### config.mk
export PLATFORM = sky130hd
export DESIGN_NAME = vga_timing_pipe_flat
export DESIGN_NICKNAME = d
export VERILOG_FILES = /design/src/rtl/vga_timing_pipe_if.sv /design/src/rtl/vga_timing_pipe.sv /design/src/flat_wrapper.sv
export SDC_FILE = /design/constraint.sdc
export NUM_CORES = 1
export LEC_CHECK = 0
export CAP_MARGIN = 10
export CORE_UTILIZATION = 45
export DETAILED_ROUTE_END_ITERATION = 10
export GPL_TIMING_DRIVEN = 0
export PLACE_DENSITY = 0.79
export REMOVE_ABC_BUFFERS = 1
export SLEW_MARGIN = 5
export SYNTH_ARGS = -nofsm -noshare
export SYNTH_HDL_FRONTEND = slang
export SYNTH_SLANG_ARGS = --single-unit
### constraint.sdc
create_clock -name clk -period 3.8 [get_ports clk]
set_input_delay 0.57 -clock clk [delete_from_list [all_inputs] [get_ports clk]]
set_output_delay 0.57 -clock clk [all_outputs]
set_load 0.005 [all_outputs]
### src/rtl/vga_timing_pipe_if.sv
// Pixel request / colour return channel between the VGA timing pipe and the renderer.
// The timing pipe is the master: it issues coordinates and receives colour.
interface vga_timing_pipe_if #(
  parameter int unsigned COLOR_W = 5
);
  logic               req;
  logic [9:0]         x;
  logic [9:0]         y;
  logic               frame_start;
  logic               line_start;
  logic               vblank;
  logic [COLOR_W-1:0] red_in;
  logic [COLOR_W-1:0] green_in;
  logic [COLOR_W-1:0] blue_in;

  modport master (
    output req, x, y, frame_start, line_start, vblank,
    input  red_in, green_in, blue_in
  );

  modport slave (
    input  req, x, y, frame_start, line_start, vblank,
    output red_in, green_in, blue_in
  );
endinterface

### src/rtl/vga_timing_pipe.sv
// Parametrised VGA timing generator with latency-matched sync/blank and colour expansion
// to 8 bits per channel for the ADV7123 DAC.
module vga_timing_pipe #(
  parameter int unsigned H_ACTIVE    = 640,
  parameter int unsigned H_FRONT     = 16,
  parameter int unsigned H_SYNC      = 96,
  parameter int unsigned H_BACK      = 48,
  parameter int unsigned V_ACTIVE    = 480,
  parameter int unsigned V_FRONT     = 10,
  parameter int unsigned V_SYNC      = 2,
  parameter int unsigned V_BACK      = 33,
  parameter bit          HSYNC_POL   = 1'b0,
  parameter bit          VSYNC_POL   = 1'b0,
  parameter int unsigned COLOR_W     = 5,
  parameter int unsigned PIX_LATENCY = 1
) (
  input  logic                  clk,
  input  logic                  reset,
  input  logic                  pix_en,
  vga_timing_pipe_if.master     pix,
  output logic                  vga_hsync,
  output logic                  vga_vsync,
  output logic                  vga_blank_n,
  output logic                  vga_sync_n,
  output logic [7:0]            vga_red,
  output logic [7:0]            vga_green,
  output logic [7:0]            vga_blue
);

  localparam int unsigned H_TOTAL = H_ACTIVE + H_FRONT + H_SYNC + H_BACK;
  localparam int unsigned V_TOTAL = V_ACTIVE + V_FRONT + V_SYNC + V_BACK;
  localparam int unsigned H_W     = (H_TOTAL > 1) ? $clog2(H_TOTAL) : 1;
  localparam int unsigned V_W     = (V_TOTAL > 1) ? $clog2(V_TOTAL) : 1;
  localparam int unsigned HS_BEG  = H_ACTIVE + H_FRONT;
  localparam int unsigned HS_END  = H_ACTIVE + H_FRONT + H_SYNC;
  localparam int unsigned VS_BEG  = V_ACTIVE + V_FRONT;
  localparam int unsigned VS_END  = V_ACTIVE + V_FRONT + V_SYNC;
  localparam logic [H_W-1:0] H_LAST = H_W'(H_TOTAL - 1);
  localparam logic [V_W-1:0] V_LAST = V_W'(V_TOTAL - 1);

  // Decode vector bit positions carried through the delay line
  localparam int unsigned D_ACT = 2;
  localparam int unsigned D_HS  = 1;
  localparam int unsigned D_VS  = 0;

  logic [H_W-1:0] h_cnt;
  logic [V_W-1:0] v_cnt;
  logic           act0;
  logic           hs0;
  logic           vs0;
  logic           origin;
  logic [2:0]     dec0;
  logic [2:0]     dec_d;
  logic [7:0]     red_x;
  logic [7:0]     green_x;
  logic [7:0]     blue_x;

  // Raster counters
  always_ff @(posedge clk) begin
    if (reset) begin
      h_cnt <= '0;
      v_cnt <= '0;
    end else if (pix_en) begin
      if (h_cnt == H_LAST) begin
        h_cnt <= '0;
        if (v_cnt == V_LAST) v_cnt <= '0;
        else                 v_cnt <= v_cnt + V_W'(1);
      end else begin
        h_cnt <= h_cnt + H_W'(1);
      end
    end
  end

  // Stage-0 region decode
  always_comb begin
    act0   = (32'(h_cnt) < H_ACTIVE) && (32'(v_cnt) < V_ACTIVE);
    hs0    = (32'(h_cnt) >= HS_BEG) && (32'(h_cnt) < HS_END);
    vs0    = (32'(v_cnt) >= VS_BEG) && (32'(v_cnt) < VS_END);
    origin = (h_cnt == '0);
    dec0   = '0;
    dec0[D_ACT] = act0;
    dec0[D_HS]  = hs0;
    dec0[D_VS]  = vs0;
  end

  // Pulses are gated by reset so nothing fires while the counters are being forced
  assign pix.req         = act0;
  assign pix.x           = act0 ? 10'(h_cnt) : 10'd0;
  assign pix.y           = act0 ? 10'(v_cnt) : 10'd0;
  assign pix.line_start  = pix_en & ~reset & act0 & origin;
  assign pix.frame_start = pix_en & ~reset & act0 & origin & (v_cnt == '0);
  assign pix.vblank      = (32'(v_cnt) >= V_ACTIVE);

  // Delay line matching the renderer read latency
  if (PIX_LATENCY == 0) begin : g_no_dly
    assign dec_d = dec0;
  end else begin : g_dly
    logic [2:0] dly [PIX_LATENCY];

    always_ff @(posedge clk) begin
      if (reset) begin
        for (int unsigned i = 0; i < PIX_LATENCY; i++) dly[i] <= '0;
      end else if (pix_en) begin
        dly[0] <= dec0;
        for (int unsigned i = 1; i < PIX_LATENCY; i++) dly[i] <= dly[i-1];
      end
    end

    assign dec_d = dly[PIX_LATENCY-1];
  end

  // MSB-replication expansion: bit 7-i takes input bit (MSB - i mod width)
  for (genvar i = 0; i < 8; i++) begin : g_exp
    assign red_x[7-i]   = pix.red_in[COLOR_W-1-(i % COLOR_W)];
    assign green_x[7-i] = pix.green_in[COLOR_W-1-(i % COLOR_W)];
    assign blue_x[7-i]  = pix.blue_in[COLOR_W-1-(i % COLOR_W)];
  end

  // Pin register
  always_ff @(posedge clk) begin
    if (reset) begin
      vga_blank_n <= 1'b0;
      vga_hsync   <= ~HSYNC_POL;
      vga_vsync   <= ~VSYNC_POL;
      vga_red     <= '0;
      vga_green   <= '0;
      vga_blue    <= '0;
    end else if (pix_en) begin
      vga_blank_n <= dec_d[D_ACT];
      vga_hsync   <= dec_d[D_HS] ? HSYNC_POL : ~HSYNC_POL;
      vga_vsync   <= dec_d[D_VS] ? VSYNC_POL : ~VSYNC_POL;
      vga_red     <= dec_d[D_ACT] ? red_x   : 8'h00;
      vga_green   <= dec_d[D_ACT] ? green_x : 8'h00;
      vga_blue    <= dec_d[D_ACT] ? blue_x  : 8'h00;
    end
  end

  assign vga_sync_n = 1'b0;

endmodule

### src/flat_wrapper.sv
// flat-port wrapper written by rule: the top's interface ports become plain ports
module vga_timing_pipe_flat 
#(
  parameter int unsigned H_ACTIVE    = 640,
  parameter int unsigned H_FRONT     = 16,
  parameter int unsigned H_SYNC      = 96,
  parameter int unsigned H_BACK      = 48,
  parameter int unsigned V_ACTIVE    = 480,
  parameter int unsigned V_FRONT     = 10,
  parameter int unsigned V_SYNC      = 2,
  parameter int unsigned V_BACK      = 33,
  parameter bit          HSYNC_POL   = 1'b0,
  parameter bit          VSYNC_POL   = 1'b0,
  parameter int unsigned COLOR_W     = 5,
  parameter int unsigned PIX_LATENCY = 1
)
  (clk, reset, pix_en, vga_hsync, vga_vsync, vga_blank_n, vga_sync_n, vga_red, vga_green, vga_blue, pix_req, pix_x, pix_y, pix_frame_start, pix_line_start, pix_vblank, pix_red_in, pix_green_in, pix_blue_in);
  vga_timing_pipe_if #(.COLOR_W(COLOR_W)) pix_i ();
  input  logic clk;
  input  logic reset;
  input  logic pix_en;
  output logic vga_hsync;
  output logic vga_vsync;
  output logic vga_blank_n;
  output logic vga_sync_n;
  output logic [7:0] vga_red;
  output logic [7:0] vga_green;
  output logic [7:0] vga_blue;
  output wire logic [$bits(pix_i.req)-1:0] pix_req;
  output wire logic [$bits(pix_i.x)-1:0] pix_x;
  output wire logic [$bits(pix_i.y)-1:0] pix_y;
  output wire logic [$bits(pix_i.frame_start)-1:0] pix_frame_start;
  output wire logic [$bits(pix_i.line_start)-1:0] pix_line_start;
  output wire logic [$bits(pix_i.vblank)-1:0] pix_vblank;
  input wire logic [$bits(pix_i.red_in)-1:0] pix_red_in;
  input wire logic [$bits(pix_i.green_in)-1:0] pix_green_in;
  input wire logic [$bits(pix_i.blue_in)-1:0] pix_blue_in;
  assign pix_req = pix_i.req;
  assign pix_x = pix_i.x;
  assign pix_y = pix_i.y;
  assign pix_frame_start = pix_i.frame_start;
  assign pix_line_start = pix_i.line_start;
  assign pix_vblank = pix_i.vblank;
  assign pix_i.red_in = pix_red_in;
  assign pix_i.green_in = pix_green_in;
  assign pix_i.blue_in = pix_blue_in;
  vga_timing_pipe #(.H_ACTIVE(H_ACTIVE), .H_FRONT(H_FRONT), .H_SYNC(H_SYNC), .H_BACK(H_BACK), .V_ACTIVE(V_ACTIVE), .V_FRONT(V_FRONT), .V_SYNC(V_SYNC), .V_BACK(V_BACK), .HSYNC_POL(HSYNC_POL), .VSYNC_POL(VSYNC_POL), .COLOR_W(COLOR_W), .PIX_LATENCY(PIX_LATENCY)) u_core (.clk(clk), .reset(reset), .pix_en(pix_en), .pix(pix_i), .vga_hsync(vga_hsync), .vga_vsync(vga_vsync), .vga_blank_n(vga_blank_n), .vga_sync_n(vga_sync_n), .vga_red(vga_red), .vga_green(vga_green), .vga_blue(vga_blue));
endmodule
==> flow_summary.toml, run 1 <==
[sta]
worst_pin_slew_ns = 1.24
final.setup.tns_ns = 0
fmax_mhz = 294
slew_viol_final = 0
rsz0062_at_grt = "no"
skew_ns = 0.00444
layout_setup_ws_ns = 0.404
timing_hold_violations_final = 0
fin_crit_ns = 3.40
relSlewSlack_pct = 17.2
setup_viol = 0
hold_ws_ns = 0.461
period_share_pct = 89.4

[synth]
yosys.area.top_type_share_pct = 38.4
synthTopCellsByArea = "dfxtp_1, a22o_1, and2_1"
synth_top_area_cell = "dfxtp_1"
synth_edf_count = 3
synth_common_cells = "dfxtp_1, nor2_1, a22o_1, and2_1, clkbuf_1"
yosysMostFrequentCell = "dfxtp_1"
async_flop_share_pct = 0
syn_avg_cell_area_um2 = 8.97
synth-seq-area-share_pct = 42.9
synth_cell_types = 39
netlist_instances = 221
synth_ff_type = "dfxtp_1"
yosysWarnings = 0
ys_seq_elements = 41
syn-cell-area_um2 = 1980

[critical_path]
worstPathArrival_ns = 2.83
critPathRequiredTime_ns = 3.23
worstRegToRegCells = 4
end_kind = "primary output"
criticalPathCategory = "in -> out"
crit_fanout = 17
critPathLaunchType = "input port"

[routing]
drt_wl_total_um = 4490
wl_per_cell_um = 14.1
vias = 1675
route.detailed.drc = 0
drt_iter0_drc = 99
postRouteAntennaNets = 0
viasPerCell = 5.25
firstDrtPassIters = 4

[die]
rows = 23
ios = 70
dieHeight_um = 68.4
initial_core_util_pct = 48.2
dieArea_um2 = 4670
fp.coreArea_um2 = 4120
die_x_um = 68.4

[global_routing]
grt_usage_pct = 19.6
overflow = 0
grt_max_degree = 20
antenna_found_initial = 0
grt_pass1_wl_um = 6810
grt_pass1_vias = 1439

[finish]
postLayoutCoreUtil_pct = 64.9
multi_input_area_um2 = 947
fill_cells = 359
drive_gt1_share_pct = 4.09
fin_nets = 290
area_growth_pct = 34.8
regArea_um2 = 851
fin_cells = 319
diodes = 0

[placement]
io_buffers = 67
placed_cells = 311
hpwl_um = 3260
gp_congestion = 0.811
dp_slack_ns = 0.399

[clock_network]
clkSlewWorstSetupHoldPaths_ns = 0.08
cts_buffer_depth = 2
cts_max_level = 2
cts_num_sinks = 41
ctsHoldBuffers = 0
cts_root_buf = "clkbuf_8"
post-cts-setup-buffers = 0
numCtsBuffers = 5
cts_tree = "built"
cts.repair.resized = 0
clk_latency_ns = 0.29

[power]
powerDensity_nw_per_um2 = 332
ir_drop_mv = 0.181
p_leak_nw = 0.972

[run]
max_cap_violations = 0

[worst_hold_path]
hold-path-cell-count = 1
hold_path_class = "reg -> reg"

[outcome]
status = "complete, no violations"
[placed cells by master, fill, tap and decap left out, drive strengths merged, types with 4 or more instances in the layout]
cell type | Yosys | final
nor4 | 5 | 5
a22o | 16 | 16
clkdlybuf4s50 | 0 | 67
a21oi | 4 | 4
ha | 4 | 4
nor3 | 13 | 13
clkbuf | 14 | 5
dfxtp | 38 | 38
o21ai | 5 | 5
xor2 | 6 | 6
nand2b | 4 | 4
nor2 | 18 | 18
nand3 | 10 | 10
xnor2 | 7 | 7
inv | 7 | 7
nand4 | 9 | 9
and2 | 16 | 16
nand2 | 6 | 6
[flip-flops by register name, indices dropped and copies added (netlist names)]
register            flops
u_core.vga_blue         5
u_core.h_cnt           10
u_core.g_dly.dly        3
u_core.vga_red          5
u_core.vga_green        5
u_core.vga_hsync        1
u_core.vga_blank_n      1
u_core.vga_vsync        1
u_core.v_cnt           10
[worst paths after layout]
kind,start,to,slack [ns]
hold / removal,u_core.vga_blank_n$_SDFFE_PP0P_,u_core.vga_blank_n$_SDFFE_PP0P_,0.46
setup reg to reg,u_core.h_cnt[5]$_SDFFE_PP0P_,u_core.v_cnt[7]$_SDFFE_PP0P_,1.71
hold reg to reg,u_core.vga_blank_n$_SDFFE_PP0P_,u_core.vga_blank_n$_SDFFE_PP0P_,0.46
setup / recovery,reset,pix_frame_start,0.40
[stage by stage]
stage                     area (µm²)  power [mW]
after global routing            2670       0.920
after CTS                       2670       0.894
after global placement          2560       0.540
after floorplan                 1820       0.486
after detailed placement        2560       0.542
final                           2670       0.886
[layer usage]
layer	wire (µm)	track usage, %
met5	0	0
met4	76	7.81
met3	145	3.33
met2	2200	30.9
met1	2080	26.3
[where the power goes]
part / total (mW) / switching (mW) / internal, mW / leakage [nW]
clock network: 0.354 / 0.158 / 0.197 / 0.0543
registers: 0.453 / 0.00730 / 0.446 / 0.340
logic: 0.0788 / 0.0292 / 0.0496 / 0.578
[cells by family after synthesis]
| logic type | count (synthesis) | synth area share (%) |
|---|---|---|
| other cells | 1 | 0.189 |
| simple gates | 95 | 26.8 |
| compound gates | 30 | 11.3 |
| fa+ha+maj | 4 | 2.53 |
| mux | 2 | 1.07 |
| xor+xnor | 13 | 5.74 |
| flops | 41 | 42.9 |
| buf+inv | 35 | 9.47 |
[worst max-delay path: stages]
cell and delay (ns):
clkdlybuf4s50_1 0.73, nand2b_1 0.42, nor3_1 0.17, and4_1 0.25, and4_1 0.18, clkdlybuf4s50_1 0.49
[layout make-up]
| class | count | share of cell area, % |
|---|---|---|
| Multi-Input combinational cell | 146 | 35.4 |
| Clock buffer | 5 | 2.57 |
| Tap cell | 50 | 2.34 |
| Sequential cell | 41 | 31.8 |
| Inverter | 7 | 0.983 |
| Clock inverter | 3 | 1.73 |
| Timing Repair Buffer | 67 | 25.1 |
Power figures use the tool's default switching activity.
==> run 2, diff against run 1 <==
CAP_MARGIN = 25   (was 10)
==> flow_summary.toml, run 2 (same netlist as run 1, synthesis figures left out) <==
[outcome]
status = "complete, no violations"

[clock_network]
clk_latency_ns = 0.30
numCtsBuffers = 5
cts_root_buf = "clkbuf_8"
ctsHoldBuffers = 0
cts_num_sinks = 41
cts.repair.resized = 0
cts_buffer_depth = 2
cts_tree = "built"
cts_max_level = 2
clkSlewWorstSetupHoldPaths_ns = 0.08
post-cts-setup-buffers = 0

[die]
die_x_um = 68.4
dieHeight_um = 68.4
initial_core_util_pct = 48.2
ios = 70
fp.coreArea_um2 = 4120
dieArea_um2 = 4670
rows = 23

[critical_path]
crit_chain = "clkdlybuf4s50_1, nand2b_1, nor3_1, and4_1, and4_1, clkdlybuf4s50_1"
crit_family = "buffers and inverters"
crit_fanout = 17
path_buf_inv = 2
cpMaxStageDelayCell = "clkdlybuf4s50_1"
critPathLaunchType = "input port"
end_kind = "primary output"
criticalPathCategory = "in -> out"
slowest_delay_ns = 0.74
worstPathArrival_ns = 2.84
critPathRequiredTime_ns = 3.23

[routing]
route.detailed.drc = 0
vias = 1713
postRouteAntennaNets = 0
firstDrtPassIters = 4
viasPerCell = 5.34
wl_per_cell_um = 13.9
drt_wl_total_um = 4450
drt_iter0_drc = 74

[sta]
layout_setup_ws_ns = 0.392
fmax_mhz = 293
fin_crit_ns = 3.41
slew_viol_final = 0
rsz0062_at_grt = "no"
period_share_pct = 89.7
final.setup.tns_ns = 0
timing_hold_violations_final = 0
worst_pin_slew_ns = 0.684
hold_ws_ns = 0.460
skew_ns = 0.00904
setup_viol = 0
relSlewSlack_pct = 54.2

[finish]
fill_cells = 357
drive_gt1_share_pct = 4.80
area_growth_pct = 35.8
final_common_cell = "clkdlybuf4s50_1"
regArea_um2 = 851
layout_common_cells = "clkdlybuf4s50_1, dfxtp_1, nor2_1"
fin_nets = 292
reg.largest.list = "u_core.h_cnt (10), u_core.v_cnt (10)"
diodes = 0
multi_input_area_um2 = 947
fin_cells = 321

[power]
powerDensity_nw_per_um2 = 330
ir_drop_mv = 0.163
p_leak_nw = 0.984
p_comb_share_pct = 9.1
p_total_uw = 889
p_int_uw = 694
p_sw_uw = 195
p_seq_share_pct = 51.0
p_clk_share_pct = 39.9
sw_frac_of_total_pct = 22.0

[run]
max_cap_violations = 0

[global_routing]
grt_max_degree = 19
grt_pass1_wl_um = 6720
overflow = 0
grt_usage_pct = 19.6
antenna_found_initial = 0
grt_pass1_vias = 1398

[placement]
placed_cells = 312
hpwl_um = 3280
gp_congestion = 0.811
dp_slack_ns = 0.392
io_buffers = 67

[worst_hold_path]
hold_path_class = "reg -> reg"
run 2: area by class of cell:
type	instances	share of cell area [%]
multi-input combinational	146	35.2
sequential	41	31.6
timing repair buffer	69	25.6
clock buffer	5	2.56
tap	50	2.32
clock inverter	3	1.72
inverter	7	0.976
run 2: per-stage QoR:
step                      utilization (%)  area, µm²
after global placement               62.1       2560
final                                65.4       2690
after detailed placement             62.4       2570
after floorplan                         -       1820
after global routing                 65.4       2690
after CTS                            65.2       2680
run 2: power by group through the flow:
stage,Combinational (mW),Clock [mW],Sequential [mW]
2_1_floorplan,0.0220,0,0.464
3_3_place_gp,0.0773,0,0.463
3_5_place_dp,0.0804,0,0.463
4_1_cts,0.0806,0.360,0.453
5_1_grt,0.0880,0.377,0.455
6_report,0.0807,0.355,0.453
run 2: worst paths after layout:
kind	slack, ns	end	cells past startpoint	from
max	0.39	pix_frame_start	6	reset
min	0.46	u_core.vga_blank_n$_SDFFE_PP0P_	1	u_core.vga_blank_n$_SDFFE_PP0P_
max reg2reg	1.72	u_core.v_cnt[7]$_SDFFE_PP0P_	4	u_core.h_cnt[5]$_SDFFE_PP0P_
min reg2reg	0.46	u_core.vga_blank_n$_SDFFE_PP0P_	1	u_core.vga_blank_n$_SDFFE_PP0P_
run 2: per-layer routing:
metal,GRT usage (%),vias up,share of wire (%)
li1,-,860,-
met1,26.7,804,46
met2,30.3,42,48
met3,3.83,7,3.6
met4,7.81,0,1.8
met5,0,-,0
==> run 3, diff against run 2 <==
GPL_ROUTABILITY_DRIVEN = 0   (was not set)
==> results of run 3 <==
No change in the layout: final DEF, timing and power equal those of run 2.
==> RTL change (settings of run 2) <==
`HSYNC_POL` is set to 1'b0 in 2 places; all go to 1'b1.
--- a/src/rtl/vga_timing_pipe.sv
+++ b/src/rtl/vga_timing_pipe.sv
@@ -9,7 +9,7 @@
   parameter int unsigned V_FRONT     = 10,
   parameter int unsigned V_SYNC      = 2,
   parameter int unsigned V_BACK      = 33,
-  parameter bit          HSYNC_POL   = 1'b0,
+  parameter bit          HSYNC_POL   = 1'b1,
   parameter bit          VSYNC_POL   = 1'b0,
   parameter int unsigned COLOR_W     = 5,
   parameter int unsigned PIX_LATENCY = 1
--- a/src/flat_wrapper.sv
+++ b/src/flat_wrapper.sv
@@ -9,7 +9,7 @@
   parameter int unsigned V_FRONT     = 10,
   parameter int unsigned V_SYNC      = 2,
   parameter int unsigned V_BACK      = 33,
-  parameter bit          HSYNC_POL   = 1'b0,
+  parameter bit          HSYNC_POL   = 1'b1,
   parameter bit          VSYNC_POL   = 1'b0,
   parameter int unsigned COLOR_W     = 5,
   parameter int unsigned PIX_LATENCY = 1
Behaviour: not the same (Yosys sat finds a counterexample within 4 cycles, from zero or initial values and one cycle with reset high).
==> RTL change against run 2 <==
Sequential cell count is the same; worst setup slack worse by 0.044 ns; sequential power about the same; largest power group unchanged; design area grew 1.8%; synthesized area is 0.51% lower; total power increased by 4.0%; die area fell by 0.50%; routed wire length is 4.1% higher.
==> RTL change: results (changes against run 2) <==
| Metric | Value |
|---|---|
| Outcome | finished clean (unchanged) |
| Crit path DAT | 2.88 ns (was 2.84 ns) |
| Max VDD drop | 0.245 mV (was 0.163 mV) |
| Slew headroom | 62.3% (was 54.2%) |
| R2R depth | 5 (was 4) |
| GP Congestion | 0.840 (was 0.811) |
| Clk_skew | 0.00819 ns (was 0.00904 ns) |
| Crit path from | u_core.h_cnt[7] (was reset) |
| # fillers | 362 (was 357) |
| Vias after detailed routing | 1756 (was 1713) |
| Layout cells sized above 1 | 6.09% (was 4.80%) |
| CP max FO | 16 (was 17) |
| Worst R2R End | u_core.v_cnt[6] (was u_core.v_cnt[7]) |
| CP peak stage delay | 0.56 ns (was 0.74 ns) |
| Met3 routed WL | 167 µm (was 161 µm) |
| Top delay family on crit path | buffers and inverters (unchanged) |
| Hold EP | u_core.vga_blank_n (unchanged) |
| Clock Path Buffers | 2 (unchanged) |
| CTS Root Cell | clkbuf_8 (unchanged) |
| Met2 wire length | 2290 µm (was 2160 µm) |
| Slowest CP cell | clkdlybuf4s50_1 (unchanged) |
| Post-route worst hold slack | 0.458 ns (was 0.460 ns) |
| Largest net degree at the start of global routing | 17 (was 19) |
| Synth cell types | 41 (was 39) |
| Final wirelength | 4640 µm (was 4450 µm) |
| Largest registers | u_core.h_cnt: 10 flops, u_core.v_cnt: 10 flops (unchanged) |
| Vias in the first global route | 1528 (was 1398) |
| Total GRT Usage | 21.2% (was 19.6%) |
| H-tree levels | 2 (unchanged) |
| DR iter-0 viols | 129 (was 74) |
| Wire length on met1 | 2140 µm (was 2050 µm) |
| Seq/Total Area, Yosys | 43.1% (was 42.9%) |
| First-pass GRT wire length | 7330 µm (was 6720 µm) |
| Synth top area cells | dfxtp_1, a22o_1, buf_4, edfxtp_1, and2_1 (was dfxtp_1, a22o_1, and2_1, edfxtp_1, buf_4) |
| Static Leak | 1.01 nW (was 0.984 nW) |
| Most frequent cells after synthesis | dfxtp_1, nor2_1, a22o_1 (was dfxtp_1, nor2_1, a22o_1, and2_1, clkbuf_1) |
| DP Wirelength | 3340 µm (was 3280 µm) |
| Reg2Reg Launch Point | u_core.h_cnt[1] (was u_core.h_cnt[5]) |
| Nets@finish | 300 (was 292) |
| Flop-to-flop setup slack | 1.44 ns (was 1.72 ns) |
[RTL change: cell count changes in the layout (fill, tap and decap cells not counted), moves of 3 or more]
cell / before / now
nor3_1: 12 / 8
xor2_1: 6 / 3
or2_2: 0 / 3
nand4_1: 9 / 4
nor2_1: 18 / 22
inv_1: 7 / 12
a21oi_1: 4 / 8
[RTL change: metal layers]
metal  GRT usage (%)  vias up
met5               0        -
met4            6.25        0
met3            6.17        6
met2            33.1       48
met1            28.0      825
li1                -      877
[RTL change: logic make-up after synthesis]
| family | after synthesis | share of synthesized area [%] |
|---|---|---|
| muxes | 2 | 1.08 |
| DFF | 41 | 43.1 |
| xor gates and xnor gates | 9 | 4.00 |
| and+or+nand+nor | 94 | 26.3 |
| other | 1 | 0.190 |
| buffers and inverters | 34 | 8.88 |
| adders and majority gates | 4 | 2.54 |
| AOI/OAI and AO/OA | 38 | 13.8 |
[RTL change: worst max path at each step]
stage / depth (start not counted) / endpoint
2_1_floorplan: 4 / pix_frame_start
3_3_place_gp: 5 / pix_frame_start
3_5_place_dp: 5 / pix_frame_start
4_1_cts: 5 / pix_frame_start
5_1_grt: 5 / pix_frame_start
6_report: 5 / pix_frame_start
[RTL change: worst register-to-register path: cells and delay by family (launching register included)]
kind / cells / cell delay (ns)
AND/OR/NAND/NOR: 3 / 1.51
flip-flops: 1 / 0.39
AO/OA/AOI/OAI: 1 / 0.14
adder cells (fa/ha/maj): 1 / 0.25
[RTL change: metrics by stage]
stage / setup WS [ns] / instances / instance area [µm²] / power (mW)
after floorplan: 1.13 / 202 / 1850 / 0.489
after global placement: -0.232 / 319 / 2580 / 0.542
after detailed placement: 0.421 / 320 / 2590 / 0.546
after CTS: 0.0702 / 328 / 2720 / 0.932
after global routing: 0.163 / 329 / 2740 / 0.960
final: 0.348 / 329 / 2740 / 0.925
[RTL change: cell type report]
cell class / instances / area share (%)
well taps: 50 / 2.28
clock buffers: 6 / 3.43
repair buffers: 69 / 25.2
multi-input cells: 149 / 35.1
flip-flops and latches: 41 / 31.1
inverters: 12 / 1.64
clock inverters: 2 / 1.28
[RTL change: where the power goes]
group | internal (mW) | switching, mW | leakage [nW]
sequential | 0.445 | 0.00702 | 0.341
combinational | 0.0520 | 0.0314 | 0.602
clock | 0.235 | 0.154 | 0.0663
